**src/rtl/rps_pkg.sv**
```systemverilog
// rtl/rps_pkg.sv - shared gesture codes and round outcome encoding
package rps_pkg;

  localparam logic [1:0] GEST_ROCK    = 2'b00;
  localparam logic [1:0] GEST_PAPER   = 2'b01;
  localparam logic [1:0] GEST_SCISORS = 2'b10;

  typedef enum logic [1:0] {
    A_WIN = 2'd0,
    B_WIN = 2'd1,
    DRAW  = 2'd2,
    ERROR = 2'd3
  } outcome_e;

endpackage

```
**src/rtl/rps_judge.sv**
```systemverilog
// rtl/rps_judge.sv - combinational gesture decode and round outcome flags
module rps_judge
  import rps_pkg::*;
#(
  parameter logic [1:0] ROCK    = GEST_ROCK,
  parameter logic [1:0] PAPER   = GEST_PAPER,
  parameter logic [1:0] SCISORS = GEST_SCISORS
) (
  input  logic [1:0] A,
  input  logic [1:0] B,
  output logic       is_A_win,
  output logic       is_B_win,
  output logic       is_draw,
  output logic       is_error,
  output outcome_e   outcome
);

  logic is_A_rock, is_A_paper, is_A_scisors;
  logic is_B_rock, is_B_paper, is_B_scisors;
  logic a_valid, b_valid;

  assign is_A_rock    = (A == ROCK);
  assign is_A_paper   = (A == PAPER);
  assign is_A_scisors = (A == SCISORS);
  assign is_B_rock    = (B == ROCK);
  assign is_B_paper   = (B == PAPER);
  assign is_B_scisors = (B == SCISORS);

  assign a_valid = is_A_rock | is_A_paper | is_A_scisors;
  assign b_valid = is_B_rock | is_B_paper | is_B_scisors;

  // Win terms only fire when both sides decoded, so error excludes the rest.
  assign is_error = ~(a_valid & b_valid);
  assign is_A_win = (is_A_rock & is_B_scisors) | (is_A_paper & is_B_rock) |
                    (is_A_scisors & is_B_paper);
  assign is_B_win = (is_B_rock & is_A_scisors) | (is_B_paper & is_A_rock) |
                    (is_B_scisors & is_A_paper);
  assign is_draw  = (is_A_rock & is_B_rock) | (is_A_paper & is_B_paper) |
                    (is_A_scisors & is_B_scisors);

  always_comb begin
    outcome = ERROR;
    if (is_A_win)      outcome = A_WIN;
    else if (is_B_win) outcome = B_WIN;
    else if (is_draw)  outcome = DRAW;
  end

endmodule

```
**src/rtl/rock_paper_scissors.sv**
```systemverilog
// rtl/rock_paper_scissors.sv - round judge with saturating per-outcome tallies
module rock_paper_scissors
  import rps_pkg::*;
#(
  parameter logic [1:0] ROCK    = GEST_ROCK,
  parameter logic [1:0] PAPER   = GEST_PAPER,
  parameter logic [1:0] SCISORS = GEST_SCISORS,
  parameter int         CNT_W   = 8
) (
  input  logic             clk,
  input  logic             reset,
  input  logic [1:0]       A,
  input  logic [1:0]       B,
  output logic             is_A_win,
  output logic             is_error,
  output logic             is_draw,
  output logic             is_B_win,
  output logic [CNT_W-1:0] a_wins,
  output logic [CNT_W-1:0] b_wins,
  output logic [CNT_W-1:0] draws,
  output logic [CNT_W-1:0] errors
);

  localparam logic [CNT_W-1:0] CNT_MAX = '1;
  localparam logic [CNT_W-1:0] CNT_ONE = CNT_W'(1);

  outcome_e outcome;

  rps_judge #(
    .ROCK    (ROCK),
    .PAPER   (PAPER),
    .SCISORS (SCISORS)
  ) u_judge (
    .A        (A),
    .B        (B),
    .is_A_win (is_A_win),
    .is_B_win (is_B_win),
    .is_draw  (is_draw),
    .is_error (is_error),
    .outcome  (outcome)
  );

  // Only the tally matching this round moves; a full tally simply holds.
  always_ff @(posedge clk or negedge reset) begin
    if (!reset) begin
      a_wins <= '0;
      b_wins <= '0;
      draws  <= '0;
      errors <= '0;
    end else begin
      unique case (outcome)
        A_WIN: if (a_wins != CNT_MAX) a_wins <= a_wins + CNT_ONE;
        B_WIN: if (b_wins != CNT_MAX) b_wins <= b_wins + CNT_ONE;
        DRAW:  if (draws  != CNT_MAX) draws  <= draws  + CNT_ONE;
        ERROR: if (errors != CNT_MAX) errors <= errors + CNT_ONE;
      endcase
    end
  end

endmodule

```
**config.mk**
```make
export PLATFORM = sky130hd
export DESIGN_NAME = rock_paper_scissors
export DESIGN_NICKNAME = d
export VERILOG_FILES = /design/src/rtl/rps_pkg.sv /design/src/rtl/rps_judge.sv /design/src/rtl/rock_paper_scissors.sv
export SDC_FILE = /design/constraint.sdc
export NUM_CORES = 1
export LEC_CHECK = 0
export ABC_AREA = 1
export CORE_UTILIZATION = 25
export DETAILED_ROUTE_END_ITERATION = 10
export GPL_TIMING_DRIVEN = 0
export PLACE_DENSITY = 0.53
export SKIP_LAST_GASP = 1
export SLEW_MARGIN = 20
export SYNTH_ARGS = -nofsm -noshare
export SYNTH_HDL_FRONTEND = slang
export SYNTH_SLANG_ARGS = --single-unit
```
**constraint.sdc**
```tcl
create_clock -name clk -period 1.25 [get_ports clk]
set_input_delay 0.25 -clock clk [delete_from_list [all_inputs] [get_ports clk]]
set_output_delay 0.25 -clock clk [all_outputs]
set_load 0.005 [all_outputs]
```
* Word level (Yosys, flattened, before mapping)
Index checks and enable logic that the tools add are counted.
** Word-level totals
- Bits in registers :: 32
- Logic and storage cells :: 50
** Cells by class
- $add $sub $neg :: 4
- Bitwise logic cells :: 21
- Mux-type cells :: 3
- Eq/ne operators :: 11
- Reductions and logical operators :: 7
** Operators by type and width (count)
- $add 8x1->8 const B :: 4
- $ne 8x8->1 const B :: 4
- $and 1x1->1 :: 10
- $or 1x1->1 :: 10
- $eq 2x2->1 const B :: 4
- $reduce_and 2->1 :: 4
- $eq 2x1->1 const B :: 3
- $logic_not 2->1 :: 3
- $mux 2 :: 2
- $mux 1 :: 1
- $not 1->1 :: 1

* Longest topological paths before layout
Gate-level depths: netlist of run 1.
- Depth after elaboration :: 9
- Depth in mapped cells :: 8

* Modules after synthesis
A second synthesis of run 1 with hierarchy kept.
** Second synthesis, totals
- Cells, all modules :: 283
- Area, all modules :: 2005.7 µm²
** By module, submodules not included
- rock_paper_scissors :: sequential area each 800.8 µm², area an instance 1880.6 µm², times used 1, cells an instance 258
- rps_judge :: sequential area each 0.0 µm², area an instance 125.1 µm², times used 1, cells an instance 25

* Least setup slack after synthesis of run 1
No wires, ideal clock.
- Path type :: reg2reg
- Start :: register errors[0]
- End :: register errors[7]
- Clock period less this slack :: 1.259 ns
- Cell stages (with the launch flop) :: 9
- Path buffers :: 0
- Arrival :: 1.142 ns
- Slack :: -0.009 ns
- Cells stage by stage :: dfrtp_1 -> ha_1 -> nand3_2 -> nor2_2 -> nand2_2 -> nand2_4 -> inv_2 -> nand2_1 -> nand2_1
** On the way
- Cells in the longest elaborated chain, start to end :: 2
- Elaborated cells on any way between the ends :: 3
- Classes of those cells :: add/sub (1); eq/ne (1); reduce/logical (1)
** RTL lines
- start: declaration :: line rock_paper_scissors.sv:21 : output logic [CNT_W-1:0] errors
- start signal: assignment :: line rock_paper_scissors.sv:55 : ERROR: if (errors != CNT_MAX) errors <= errors + CNT_ONE;
- branches (longest 2 deep; another with $add 8x1->8)
Parallel ways; which one is timed is not known.
A chain may end at the register's enable or synchronous reset.

* Worst setup path after layout of run 1
- Start :: register b_wins[1]
- End :: register b_wins[7]
** On the way
- Cells in the longest elaborated chain, start to end :: 2
- Elaborated cells on any way between the ends :: 3
- Classes of those cells :: add/sub (1); eq/ne (1); reduce/logical (1)
** RTL lines
- start: declaration :: line rock_paper_scissors.sv:19 : output logic [CNT_W-1:0] b_wins,
- start signal: assignment :: line rock_paper_scissors.sv:53 : B_WIN: if (b_wins != CNT_MAX) b_wins <= b_wins + CNT_ONE;
- branches (longest 2 deep; another with $add 8x1->8)
Parallel ways; which one is timed is not known.

==> impl_metrics.yaml, run 1 <==
timing:
  fin_setup_tns_ns: -0.455
  fin_ws_ns: -0.0633
  period_share_pct: 105
  hold_slack_ns: 0.458
  relSlewSlack_pct: 67.8
  final_max_slew_viol_count: 0
  max_freq_mhz: 761
  fin_crit_ns: 1.31
  rsz0062_at_grt: "true"
  fin_worst_skew_ns: 0.00847
  setup_violations: 17
  tightest_slew_ns: 0.483
  hold_violations: 0
cells_and_area:
  fin_nets: 401
  syn_to_final_growth_pct: 75.0
  layout-drive-gt1-share_pct: 47.7
  fill_cells: 795
  multiInputGateArea_um2: 1510
  n_antenna_cell: 0
  area.sequential_um2: 820
synthesis:
  avgSynthCellArea_um2: 7.40
  synthMuxAreaShare_pct: 0
  synth_cells: 275
  synth-simple-area-share_pct: 46.2
  synth_cell_types: 20
  synth_top_area_cell: "dfrtp_1"
  yosysSeqAreaShare_pct: 39.4
  synth_top_cell_area_share_pct: 39.4
  syn-num-nets: 285
  synth_xor_area_share_pct: 5.17
  synth_top_family_by_area: "simple AND/OR/NAND/NOR gates"
  yosysWarningCount: 0
  synth_compound_area_share_pct: 2.15
  netlist_top_cells_area: "dfrtp_1 (39%), nand2_1 (23%), nand3_1 (8.1%), nand3_4 (4.3%), inv_1 (4.1%)"
  ys_seq_elements: 32
  synth_area_um2: 2030
  synthAdderAreaFrac_pct: 2.46
global_route:
  grt_pass1_wl_mm: 9.60
  grt_util_all_layers_pct: 14.0
  overflow: 0
  grt_pass1_vias: 2109
  grt_max_degree: 18
  grt_antenna_before_repair: 0
floorplanning:
  dieWidth_um: 92.2
  dieArea_um2: 8500
  ios: 42
  core-area_um2: 7810
  rows: 32
  fp.dieH_um: 92.2
  initial_core_util_pct: 26.1
critical_path:
  start_kind: "register"
  crit_arrival_ns: 1.49
  regToRegStartpoint: "b_wins[1]"
  crit_path_top_delay_cell: "dfrtp_1"
  critPathLaunch: "b_wins[1]"
  critPathMaxStageDelay_ns: 0.41
  worstSetupPathType: "register to register"
  cp_max_fo: 2
  path_cells: "buf_6 > buf_6 > buf_6 > nand2_2 > nor2_2 > nand2_1 > nand2_1 > nand2_1 > nand3_1 > nand2_1"
  cp-end-kind: "register"
  path_common_cell: "nand2_1"
  cp_data_required_time_ns: 1.43
detailed_routing:
  drcViolationCount: 0
  viasPerCell: 4.44
  vias: 2194
  wl_mm: 5.91
  ant_nets: 0
  dr.pass1.iters: 4
  wl_per_cell_um: 12.0
  drt_iter0_drc: 43
clock_tree:
  htreeDepth: 2
  clkTransAtPathRegs_ns: 0.08
  cts_tree: "done"
  numCtsBuffers: 5
  clk_path_buf_depth: 2
  cts-root-buf: "clkbuf_8"
  cts.sinks: 32
  clk_latency_ns: 0.28
outcome:
  violations: "negative setup slack"
  status: "finished, violations left"
power_and_ir_drop:
  ir_worst_vdd_mv: 0.754
  p_per_area_nw_per_um2: 1360
  leakage_nw: 1.80
place:
  dp.final_hpwl_mm: 3.42
  place.port_buffers: 41
  globalplace.congestion: 0.796
flow_run:
  max_cap_violations: 0
min_path:
  worstHoldPathType: "primary input to asynchronous set/reset pin"
stage by stage:
| step | total power, mW | instance area, um2 | utilization (%) | cells | worst slack (ns) |
|---|---|---|---|---|---|
| after floorplan | 2.26 | 2040 | - | 275 | -0.00504 |
| final | 4.85 | 3560 | 45.6 | 494 | -0.0633 |
| after global routing | 5.21 | 3560 | 45.6 | 494 | -0.177 |
| after CTS | 4.38 | 3260 | 41.7 | 485 | -0.0763 |
| after global placement | 2.97 | 2570 | 33.0 | 418 | -0.932 |
| after detailed placement | 3.00 | 2600 | 33.3 | 419 | -0.838 |
synthesized netlist by cell type, drive strengths merged:
master,n
dfrtp,32
xor2,5
nand2,127
nand3,41
xnor2,7
nand3b,1
ha,4
nand4,3
o21ai,8
inv,25
nor2,22
where the power goes:
part	leakage [nW]	internal [mW]	switching, mW
clock	0.0510	0.440	0.404
combinational	1.35	1.33	1.14
sequential	0.404	1.31	0.227
total	1.80	3.08	1.77
logic make-up after synthesis:
family                   after synthesis
flip-flops                            32
buffers and inverters                 25
adder cells (fa/ha/maj)                4
AO/OA/AOI/OAI                          8
XOR/XNOR                              12
AND/OR/NAND/NOR                      194
layout by cell type (no fill, tap or decap):
cell and n:
clkbuf_8 6, nand3_2 4, o21ai_2 1, nand4_1 2, xor2_1 5, inv_1 18
nand3b_1 1, nand4_2 1, dfrtp_2 15, buf_16 1, nor2_2 3, nand3_4 9
nand2_4 5, inv_8 1, buf_4 54, nor2_1 9, nor2_4 10, o21ai_0 4
nand4_4 1, ha_4 4, nand2_2 41, clkdlybuf4s15_1 5, buf_6 13, dlygate4sd3_1 1
clkdlybuf4s15_2 1, o21ai_4 1, inv_2 5, nand3_1 30, nand2_8 4, xnor2_1 7
nand2_1 77, dfrtp_1 17, clkinv_2 2, buf_2 1, clkbuf_2 3, dlygate4sd2_1 27
inv_4 1, o21ai_1 2
state kept, by name (all words and copies together), names as in the netlist:
| register | flops |
|---|---|
| a_wins | 8 |
| errors | 8 |
| b_wins | 8 |
| draws | 8 |
final timing paths:
| path | end | slack (ns) | cells past startpoint |
|---|---|---|---|
| worst max-delay path | b_wins[7] | -0.06 | 10 |
| max in group asynchronous | a_wins[7] | 0.32 | 3 |
| worst min-delay path | b_wins[6] | 0.46 | 2 |
| worst min register to register | b_wins[4] | 0.59 | 3 |
| min in group clk | errors[5] | 0.58 | 6 |
| worst max register to register | b_wins[7] | -0.06 | 10 |
worst max-delay path, delay by kind of cell, from the launching register on:
family / cells / cell delay, ns
flip-flops: 1 / 0.41
buffers and inverters: 3 / 0.31
AND/OR/NAND/NOR: 7 / 0.49
final cells by class:
type / instances / area share, %
Clock buffer: 6 / 2.32
Timing Repair Buffer: 106 / 25.5
Tap cell: 102 / 3.59
Inverter: 25 / 2.92
Multi-Input combinational cell: 221 / 42.4
Clock inverter: 2 / 0.281
Sequential cell: 32 / 23.0
what timing repair did:
action,4_1_cts,5_1_grt
resized for setup,114,80
buffers inserted,54,9
gates cloned,3,0
hold buffers,1,0
pin swaps,23,48
endpoints found under the setup margin,67,41
endpoints found under the hold margin,16,0
layer usage:
layer / vias to the layer above / wire length, um / GRT usage, %
met2: 39 / 3110 / 25.1
met5: - / 0 / 0
met4: 0 / 54 / 3.13
met1: 1035 / 2540 / 17.0
li1: 1114 / - / -
met3: 6 / 212 / 3.15
Power figures use the tool's default switching activity.
==> run 2, diff against run 1 <==
Settings changed: CTS_BUF_LIST from default to sky130_fd_sc_hd__clkbuf_4 sky130_fd_sc_hd__clkbuf_8, CTS_CLUSTER_SIZE from default to 40, HOLD_SLACK_MARGIN from default to 0.1.
==> results of run 2 <==
No change in the layout: final DEF, timing and power equal those of run 1.
